`src/rtl/note_lane_engine.sv`:
```
// note_lane_engine: LANES x SLOTS falling-note blocks with spawn, fall,
// key-hit judgement, miss detection and saturating event counters.
module note_lane_engine #(
    parameter int unsigned LANES    = 4,
    parameter int unsigned SLOTS    = 4,
    parameter int unsigned H_W      = 10,
    parameter int unsigned SPAWN_H  = 120,
    parameter int unsigned BOTTOM_H = 720,
    parameter int unsigned HIT_LO   = 600,
    parameter int unsigned HIT_HI   = 680,
    parameter int unsigned STEP_W   = 3,
    localparam int unsigned LW      = (LANES > 1) ? $clog2(LANES) : 1
) (
    input  logic                        clk,
    input  logic                        rst_n,
    input  logic                        restart,
    input  logic                        stop_or_endgame,
    input  logic                        fall_tick,
    input  logic [STEP_W-1:0]           fall_step,
    input  logic                        spawn_valid,
    input  logic [LW-1:0]               spawn_lane,
    output logic                        spawn_ready,
    input  logic [LANES-1:0]            key_press,
    output logic [LANES*SLOTS*H_W-1:0]  block_h,
    output logic [LANES*SLOTS-1:0]      block_vld,
    output logic [LANES-1:0]            hit_pulse,
    output logic [LANES-1:0]            miss_pulse,
    output logic [15:0]                 hit_cnt,
    output logic [15:0]                 miss_cnt,
    output logic [15:0]                 drop_cnt
);
    localparam int unsigned NS = LANES * SLOTS;
    localparam int unsigned CW = $clog2(NS + 1);
    localparam logic [H_W:0]   BOT_X = (H_W + 1)'(BOTTOM_H);
    localparam logic [H_W-1:0] BOT_H = H_W'(BOTTOM_H);
    localparam logic [H_W-1:0] SPN_H = H_W'(SPAWN_H);
    localparam logic [H_W-1:0] HLO   = H_W'(HIT_LO);
    localparam logic [H_W-1:0] HHI   = H_W'(HIT_HI);

    logic [NS-1:0]    vld_q, vld_d;
    logic [H_W-1:0]   h_q [NS];
    logic [H_W-1:0]   h_d [NS];
    logic [LANES-1:0] hitp_q, hitp_d, missp_q, missp_d;
    logic [15:0]      hit_cnt_q, hit_cnt_d, miss_cnt_q, miss_cnt_d, drop_cnt_q, drop_cnt_d;

    logic             lane_ok;
    logic             sel_free;
    logic [NS-1:0]    hit_sel;
    logic             found;
    logic [H_W-1:0]   best_h;
    int unsigned      best_i;
    logic [H_W:0]     sum;
    logic [CW-1:0]    nhit, nmiss;
    logic             placed;

    function automatic logic [15:0] sat_add(input logic [15:0] a, input logic [CW-1:0] b);
        logic [16:0] s;
        s = {1'b0, a} + 17'(b);
        return s[16] ? 16'hFFFF : s[15:0];
    endfunction

    // Spawn acceptance: valid lane with at least one free slot in the pre-cycle state
    always_comb begin
        lane_ok  = 32'(spawn_lane) < LANES;
        sel_free = 1'b0;
        for (int unsigned l = 0; l < LANES; l++) begin
            if (spawn_lane == LW'(l)) sel_free = ~&vld_q[l*SLOTS +: SLOTS];
        end
        spawn_ready = !stop_or_endgame && lane_ok && sel_free;
    end

    // Hit candidate per lane: highest in-window block, lowest index on ties
    always_comb begin
        hit_sel = '0;
        found   = 1'b0;
        best_h  = '0;
        best_i  = 0;
        for (int unsigned l = 0; l < LANES; l++) begin
            found  = 1'b0;
            best_h = '0;
            best_i = 0;
            for (int unsigned s = 0; s < SLOTS; s++) begin
                if (key_press[l] && vld_q[l*SLOTS+s] && h_q[l*SLOTS+s] >= HLO &&
                    h_q[l*SLOTS+s] <= HHI && (!found || h_q[l*SLOTS+s] > best_h)) begin
                    found  = 1'b1;
                    best_h = h_q[l*SLOTS+s];
                    best_i = l*SLOTS + s;
                end
            end
            if (found && !stop_or_endgame) hit_sel[best_i] = 1'b1;
        end
    end

    // Next state: restart clears, stop holds, else hit > miss/move, then spawn
    always_comb begin
        vld_d      = vld_q;
        h_d        = h_q;
        hitp_d     = '0;
        missp_d    = '0;
        hit_cnt_d  = hit_cnt_q;
        miss_cnt_d = miss_cnt_q;
        drop_cnt_d = drop_cnt_q;
        sum        = '0;
        nhit       = '0;
        nmiss      = '0;
        placed     = 1'b0;
        if (restart) begin
            vld_d      = '0;
            for (int unsigned i = 0; i < NS; i++) h_d[i] = BOT_H;
            hit_cnt_d  = '0;
            miss_cnt_d = '0;
            drop_cnt_d = '0;
        end else if (!stop_or_endgame) begin
            for (int unsigned i = 0; i < NS; i++) begin
                sum = {1'b0, h_q[i]} + (H_W + 1)'(fall_step);
                if (hit_sel[i]) begin
                    vld_d[i]            = 1'b0;
                    h_d[i]              = BOT_H;
                    hitp_d[i / SLOTS]   = 1'b1;
                    nhit                = nhit + CW'(1);
                end else if (vld_q[i] && fall_tick) begin
                    if (sum >= BOT_X) begin
                        vld_d[i]           = 1'b0;
                        h_d[i]             = BOT_H;
                        missp_d[i / SLOTS] = 1'b1;
                        nmiss              = nmiss + CW'(1);
                    end else begin
                        h_d[i] = sum[H_W-1:0];
                    end
                end
            end
            // Spawn targets a slot free before this cycle, so it never collides with hit/move
            if (spawn_valid) begin
                if (lane_ok && sel_free) begin
                    for (int unsigned l = 0; l < LANES; l++) begin
                        for (int unsigned s = 0; s < SLOTS; s++) begin
                            if (spawn_lane == LW'(l) && !placed && !vld_q[l*SLOTS+s]) begin
                                placed            = 1'b1;
                                vld_d[l*SLOTS+s]  = 1'b1;
                                h_d[l*SLOTS+s]    = SPN_H;
                            end
                        end
                    end
                end else begin
                    drop_cnt_d = sat_add(drop_cnt_q, CW'(1));
                end
            end
            hit_cnt_d  = sat_add(hit_cnt_q, nhit);
            miss_cnt_d = sat_add(miss_cnt_q, nmiss);
        end
    end

    // State and counter registers
    always_ff @(posedge clk or negedge rst_n) begin
        if (!rst_n) begin
            vld_q      <= '0;
            for (int unsigned i = 0; i < NS; i++) h_q[i] <= BOT_H;
            hitp_q     <= '0;
            missp_q    <= '0;
            hit_cnt_q  <= '0;
            miss_cnt_q <= '0;
            drop_cnt_q <= '0;
        end else begin
            vld_q      <= vld_d;
            h_q        <= h_d;
            hitp_q     <= hitp_d;
            missp_q    <= missp_d;
            hit_cnt_q  <= hit_cnt_d;
            miss_cnt_q <= miss_cnt_d;
            drop_cnt_q <= drop_cnt_d;
        end
    end

    // Flatten slot state onto the output buses
    always_comb begin
        block_h = '0;
        for (int unsigned i = 0; i < NS; i++) block_h[i*H_W +: H_W] = h_q[i];
        block_vld  = vld_q;
        hit_pulse  = hitp_q;
        miss_pulse = missp_q;
        hit_cnt    = hit_cnt_q;
        miss_cnt   = miss_cnt_q;
        drop_cnt   = drop_cnt_q;
    end
endmodule

```
`config.mk`:
```
export PLATFORM = sky130hd
export DESIGN_NAME = note_lane_engine
export DESIGN_NICKNAME = d
export VERILOG_FILES = /design/src/rtl/note_lane_engine.sv
export SDC_FILE = /design/constraint.sdc
export NUM_CORES = 1
export LEC_CHECK = 0
export ABC_CLOCK_PERIOD_IN_PS = 29100
export BUFFER_PORTS_ARGS = -buffer_cell sky130_fd_sc_hd__buf_2
export CORE_MARGIN = 8
export CORE_UTILIZATION = 50
export DETAILED_ROUTE_END_ITERATION = 10
export GPL_TIMING_DRIVEN = 0
export PLACE_DENSITY = 0.7
export SYNTH_ARGS = -nofsm -noshare
export SYNTH_HDL_FRONTEND = slang
export SYNTH_SLANG_ARGS = --single-unit
```
`constraint.sdc`:
```
create_clock -name clk -period 29.1 [get_ports clk]
set_input_delay 1.455 -clock clk [delete_from_list [all_inputs] [get_ports clk]]
set_output_delay 1.455 -clock clk [all_outputs]
set_load 0.01 [all_outputs]
```
==> results of run 1 <==
==> cells in the mapped netlist (53+ instances only) <==
cell type,instances
sky130_fd_sc_hd__a21o_1,53
sky130_fd_sc_hd__a21oi_1,276
sky130_fd_sc_hd__a31oi_1,72
sky130_fd_sc_hd__clkbuf_1,145
sky130_fd_sc_hd__dfrtp_1,168
sky130_fd_sc_hd__dfstp_2,64
sky130_fd_sc_hd__ha_1,210
sky130_fd_sc_hd__inv_1,167
sky130_fd_sc_hd__nand2_1,373
sky130_fd_sc_hd__nand3_1,105
sky130_fd_sc_hd__nor2_1,292
sky130_fd_sc_hd__nor2b_1,56
sky130_fd_sc_hd__nor3_1,77
sky130_fd_sc_hd__o21ai_0,259
==> logic make-up (layout without fill, tap and decap cells) <==
kind of cell / after synthesis / count (layout) / synth area share [%]
compound gates: 1030 / 1030 / 27.3
buf+inv: 324 / 630 / 5.09
mux: 58 / 58 / 2.58
xor+xnor: 94 / 94 / 4.13
fa+ha+maj: 229 / 229 / 12.4
simple gates: 1215 / 1215 / 24.3
flops: 232 / 232 / 24.3
other cells: 1 / 12 / 0.0155
==> routing by layer <==
layer / vias to the layer above / routed length [um] / share of wire (%) / global-route usage (%)
met5: - / 0 / 0 / 0
met4: 0 / 5810 / 5.8 / 17.6
met3: 328 / 10600 / 11 / 8.46
met2: 1555 / 43900 / 44 / 53.5
met1: 12961 / 39400 / 40 / 42.8
li1: 12269 / - / - / -
==> how the worst max path moves through the flow <==
stage,end
5_1_grt,hit_cnt[3]$_DFFE_PN0P_
3_5_place_dp,hit_cnt[3]$_DFFE_PN0P_
2_1_floorplan,hit_cnt[13]$_DFFE_PN0P_
4_1_cts,hit_cnt[3]$_DFFE_PN0P_
6_report,hit_cnt[3]$_DFFE_PN0P_
3_3_place_gp,hit_cnt[3]$_DFFE_PN0P_
==> final cells by class <==
| type | count | area [um2] | share of cell area, % |
|---|---|---|---|
| well taps | 615 | 769 | 2.79 |
| clock buffers | 35 | 831 | 3.02 |
| repair buffers | 249 | 1320 | 4.78 |
| plain buffers | 154 | 594 | 2.16 |
| multi-input cells | 2638 | 17200 | 62.3 |
| flip-flops and latches | 232 | 5890 | 21.4 |
| clock inverters | 22 | 338 | 1.23 |
| inverters | 170 | 641 | 2.33 |
==> where the power goes <==
part / internal [mW] / switching (mW)
Sequential: 0.326 / 0.00394
Clock: 0.275 / 0.172
Combinational: 0.0219 / 0.0702
Total: 0.624 / 0.246
==> state kept, by name (all words and copies together), names as in the netlist <==
register	count
block_h	160
block_vld	16
drop_cnt	16
hit_cnt	16
miss_cnt	16
hit_pulse	4
miss_pulse	4
==> through the flow <==
| stage | setup slack, ps | std cells | hold slack [ps] | cell area, um2 | power, mW |
|---|---|---|---|---|---|
| 3_5_place_dp | 8450 | 4058 | 503 | 26400 | 0.425 |
| 5_1_grt | 6900 | 4115 | 540 | 27500 | 0.890 |
| 3_3_place_gp | 8880 | 4055 | 489 | 26300 | 0.421 |
| 6_report | 8120 | 4115 | 516 | 27500 | 0.870 |
| 2_1_floorplan | 11760 | 3194 | 531 | 24300 | 0.379 |
| 4_1_cts | 8530 | 4115 | 518 | 27500 | 0.869 |
==> critical path: cells and delay by family (launching register included) <==
family,cells,cell delay [ps]
buffers and inverters,8,2150
adder cells (fa/ha/maj),18,5740
multiplexers,10,2190
flip-flops,1,490
XOR/XNOR,1,230
AO/OA/AOI/OAI,19,5380
AND/OR/NAND/NOR,25,4630
==> impl_metrics.env, run 1 <==
export IMPL_status="finished, final reports clean"
export IMPL_ioPinCount=248
export IMPL_hold_class="register to register"
export IMPL_synth_largest_area_cell="sky130_fd_sc_hd__dfrtp_1"
export IMPL_first_iter_violations=3033
export IMPL_clk_path_buf_depth=3
export IMPL_maximum_number_of_pins_on_one_net_before_global_route_repair=99
export IMPL_post_cts_resize_count=0
export IMPL_crit_slowest_cell="sky130_fd_sc_hd__a2111oi_2"
export IMPL_timing_hold_violations_final=0
export IMPL_critPathCaptureType="register"
export IMPL_leakage_nw=11.9
export IMPL_critical_path_required_ps=29590
export IMPL_synth_top_area_share_pct=17.3
export IMPL_synth_cell_types=104
export IMPL_post_route_period_util_pct=72.1
export IMPL_setup_reg_to_reg_worst_slack_ps=8120
export IMPL_detailed_place_hpwl_um=73300
export IMPL_tritoncts_num_sinks=232
export IMPL_edff_count_synth=0
export IMPL_route_detailed_wl_per_inst_um=24.2
export IMPL_clk_insertion_delay_late_ps=600
export IMPL_drc_errors=0
export IMPL_timing_setup_tns_ps=0
export IMPL_ctsHoldBuffers=0
export IMPL_firstDrtPassIters=8
export IMPL_chipHeight_um=236
export IMPL_start_kind="register"
export IMPL_initial_utilization_pct=50.7
export IMPL_numCtsBuffers=31
export IMPL_synth_seq_area_share_pct=24.3
export IMPL_max_slew_worst_pin_slew_ps=1350
export IMPL_port_buffers=246
export IMPL_grt_remaining_overflow=0
export IMPL_commonest_cells_after_routing_fill_and_taps_aside="373 x sky130_fd_sc_hd__nand2_1, 292 x sky130_fd_sc_hd__nor2_1, 276 x sky130_fd_sc_hd__a21oi_1"
export IMPL_async_reset_ff_share_pct=100
export IMPL_path_max_fanout=10
export IMPL_destination_of_the_worst_register_to_register_timing_path="hit_cnt[3]$_DFFE_PN0P_"
export IMPL_tritoncts="yes"
export IMPL_hold_path_depth=2
export IMPL_diodes=0
export IMPL_n_fill_cell=4550
export IMPL_track_usage_pct=34.0
export IMPL_clk_root_buffer_cell="sky130_fd_sc_hd__clkbuf_16"
export IMPL_vias=27113
export IMPL_grt_antenna_before_repair=1
export IMPL_netlist_area_mm2=0.0242
export IMPL_worst_setup_path_startpoint="block_h[1]$_DFFE_PN0P_"
export IMPL_area_growth_synth_to_final_pct=13.6
export IMPL_cp_common_cell="sky130_fd_sc_hd__ha_1"
export IMPL_finalMaxSlewViolations=0
export IMPL_slowest_delay_ps=860
export IMPL_floorplan_die_area_mm2=0.0558
export IMPL_slew_limit_headroom_pct=10.2
export IMPL_layout_nets=3719
export IMPL_routed_via_density=6.59
export IMPL_finalWirelength_um=99800
export IMPL_first_global_vias=25792
export IMPL_timing_clock_skew_ps=14.6
export IMPL_pwr_density_cell_mw_per_mm2=31.6
export IMPL_post_cts_repair_setup_buffers=0
export IMPL_cp_data_arrival_time_ps=21470
export IMPL_htree_levels=1
export IMPL_layout_drive_gt1_share_pct=13.6
export IMPL_ys_ff_latch=232
export IMPL_avg_synthesized_cell_area_um2=7.62
export IMPL_dominantRegCellSynth="sky130_fd_sc_hd__dfrtp_1"
export IMPL_max_rail_drop_vdd_mv=0.0337
export IMPL_core_area_mm2=0.0478
export IMPL_timing_worst_setup_path_type="register to register"
export IMPL_maxClockFrequency_mhz=47.7
export IMPL_worst_hold_path_endpoint="miss_cnt[4]$_DFFE_PN0P_"
export IMPL_postLayoutCoreUtil_pct=57.6
export IMPL_area_contributors_post_synth="sky130_fd_sc_hd__dfrtp_1 17%, sky130_fd_sc_hd__ha_1 11%, sky130_fd_sc_hd__dfstp_2 6.9%"
export IMPL_worst_r2r_path_depth=81
export IMPL_die_w_um=236
export IMPL_cap_viol_max_count=0
export IMPL_gpl_final_weighted_congestion=0.995
export IMPL_critical_hold_path_startpoint="miss_cnt[4]$_DFFE_PN0P_"
export IMPL_synth_cells=3183
export IMPL_ant_nets=0
export IMPL_regToRegStartpoint="block_h[1]$_DFFE_PN0P_"
export IMPL_most_common_cell_after_layout_fill_and_taps_aside="sky130_fd_sc_hd__nand2_1"
export IMPL_clk_pin_slew_worst_paths_ps=60
export IMPL_synth_yosys_warnings=0
export IMPL_setup_viol=0
export IMPL_rsz0062_at_grt="false"
export IMPL_rows=80
export IMPL_shortest_clock_period_the_worst_path_allows_after_layout_ps=20980
export IMPL_grt_pass1_wl_um=152000
(Power assumes the default switching activity.)
==> inputs of run 2 (changes only) <==
ABC_CLOCK_PERIOD_IN_PS = 19400   (was 29100)
clock period = 19.4 ns   (was 29.1 ns; I/O delays follow)
==> run 2 against run 1 <==
Effect of this change:
- clock skew decreased by 2.5 ps
- largest power group unchanged
- global-route usage about the same
- worst hold slack got worse by 200 ps
==> impl_metrics.env, run 2 (synthesis results as in run 1) <==
export IMPL_status="finished, final reports clean"
export IMPL_leakage_nw=12.0
export IMPL_finalWirelength_um=99900
export IMPL_family_of_cells_with_the_greatest_summed_delay_on_the_critical_path="adder cells"
export IMPL_maximum_number_of_pins_on_one_net_before_global_route_repair=99
export IMPL_slew_limit_headroom_pct=9.00
export IMPL_grt_antenna_before_repair=1
export IMPL_grt_pass1_wl_um=152000
export IMPL_start_kind="register"
export IMPL_ant_nets=0
export IMPL_timing_hold_violations_final=0
export IMPL_route_detailed_wl_per_inst_um=24.2
export IMPL_shortest_clock_period_the_worst_path_allows_after_layout_ps=18480
export IMPL_first_global_vias=25812
export IMPL_maxClockFrequency_mhz=54.1
export IMPL_timing_worst_setup_path_type="register to register"
export IMPL_cp_depth=81
export IMPL_clk_insertion_delay_late_ps=600
export IMPL_ioPinCount=248
export IMPL_layout_nets=3729
export IMPL_cap_viol_max_count=0
export IMPL_finalMaxSlewViolations=0
export IMPL_setup_viol=0
export IMPL_dpl_worst_slack_ps=-1090
export IMPL_vias=27132
export IMPL_die_w_um=236
export IMPL_pwr_density_cell_mw_per_mm2=47.1
export IMPL_gpl_final_weighted_congestion=0.995
export IMPL_worst_setup_path_startpoint="block_h[1]$_DFFE_PN0P_"
export IMPL_detailed_place_hpwl_um=73300
export IMPL_clk_root_buffer_cell="sky130_fd_sc_hd__clkbuf_16"
export IMPL_setup_reg_to_reg_worst_slack_ps=920
export IMPL_track_usage_pct=34.0
export IMPL_max_rail_drop_vdd_mv=0.0506
export IMPL_setup_worst_path_end="hit_cnt[3]$_DFFE_PN0P_"
export IMPL_max_slew_worst_pin_slew_ps=1350
export IMPL_placement_cell_area_mm2=0.0264
export IMPL_hold_class="input pin to async pin"
export IMPL_path_max_fanout=10
export IMPL_rows=80
export IMPL_finish_instance_area_mm2=0.0278
export IMPL_firstDrtPassIters=7
export IMPL_cp_common_cell="sky130_fd_sc_hd__ha_1"
export IMPL_largest_register_ffs=160
export IMPL_clk_pin_slew_worst_paths_ps=60
export IMPL_n_fill_cell=4515
export IMPL_commonest_cells_after_routing_fill_and_taps_aside="371 x sky130_fd_sc_hd__nand2_1, 291 x sky130_fd_sc_hd__nor2_1, 276 x sky130_fd_sc_hd__a21oi_1"
export IMPL_setup_ws_ps=915
export IMPL_first_iter_violations=3109
export IMPL_critPathCaptureType="register"
export IMPL_tritoncts="yes"
export IMPL_numCtsBuffers=31
export IMPL_worst_r2r_path_depth=81
export IMPL_htree_levels=1
export IMPL_post_route_period_util_pct=95.3
export IMPL_destination_of_the_worst_register_to_register_timing_path="hit_cnt[3]$_DFFE_PN0P_"
export IMPL_layout_drive_gt1_share_pct=14.4
export IMPL_slowest_delay_ps=540
export IMPL_drc_errors=0
export IMPL_floorplan_die_area_mm2=0.0558
export IMPL_tritoncts_num_sinks=232
export IMPL_clk_path_buf_depth=3
export IMPL_grt_remaining_overflow=0
export IMPL_ctsHoldBuffers=0
export IMPL_timing_clock_skew_ps=12.1
export IMPL_regToRegStartpoint="block_h[1]$_DFFE_PN0P_"
export IMPL_port_buffers=246
export IMPL_crit_slowest_cell="sky130_fd_sc_hd__or4_1"
export IMPL_routed_via_density=6.57
export IMPL_area_growth_synth_to_final_pct=14.5
export IMPL_cp_data_arrival_time_ps=19020
export IMPL_cp_num_buf_inv=8
export IMPL_chipHeight_um=236
export IMPL_initial_utilization_pct=50.7
export IMPL_most_common_cell_after_layout_fill_and_taps_aside="sky130_fd_sc_hd__nand2_1"
export IMPL_core_area_mm2=0.0478
export IMPL_critical_path_required_ps=19930
run 2: changes by cell type in the layout (fill, tap and decap cells not counted), moves of 3 or more:
cell / previous run / this run
sky130_fd_sc_hd__buf_4: 0 / 10
sky130_fd_sc_hd__a31oi_2: 0 / 4
sky130_fd_sc_hd__a31oi_1: 72 / 68
sky130_fd_sc_hd__o21ai_0: 259 / 256
sky130_fd_sc_hd__clkbuf_1: 145 / 141
run 2: layout make-up:
class                      instances  area [um2]  area share [%]
multi-input combinational       2638       17300            62.3
sequential                       232        5890            21.2
timing repair buffer             259        1390            5.01
clock buffer                      35         831            2.99
tap                              615         769            2.77
inverter                         170         641            2.31
buffer                           154         608            2.19
clock inverter                    22         338            1.22
antenna                            2        5.00          0.0180
run 2: layer usage:
metal	share of wire, %	vias to the layer above	GRT usage (%)
met5	0	-	0
met4	5.8	0	17.6
met3	11	322	8.46
met2	44	1535	53.5
met1	39	12996	42.8
li1	-	12279	-
run 2: worst min path at each step:
stage / to / slack (ps) / cells after the start
finish: block_h[42]$_DFFE_PN0P_ / 320 / 1
global route: block_h[41]$_DFFE_PN0P_ / 360 / 1
CTS: block_h[41]$_DFFE_PN0P_ / 330 / 1
detailed placement: miss_cnt[4]$_DFFE_PN0P_ / 500 / 2
global placement: hit_cnt[4]$_DFFE_PN0P_ / 490 / 1
floorplan: miss_cnt[0]$_DFFE_PN0P_ / 530 / 2
run 2: timing repair:
action / 4_1_cts / 5_1_grt
pin swaps: 1 / 5
setup buffers: 1 / 9
endpoints found under the setup margin: 32 / 32
gates resized for setup: 8 / 30
run 2: stage by stage:
stage          power [mW]  cells  util (%)  TNS, ps  hold WS, ps
2_1_floorplan       0.568   3194         -        0          531
3_3_place_gp        0.632   4055      54.9    -5120          489
3_5_place_dp        0.637   4058      55.1   -19930          503
4_1_cts              1.30   4116      57.6        0          331
5_1_grt              1.34   4125      58.0     -413          359
6_report             1.31   4127      58.0        0          320
run 2: power by group:
| part | switching, mW | total, mW | internal [mW] | leakage, nW |
|---|---|---|---|---|
| sequential | 0.00588 | 0.495 | 0.490 | 3.02 |
| combinational | 0.106 | 0.139 | 0.0331 | 8.42 |
| clock | 0.259 | 0.672 | 0.413 | 0.549 |
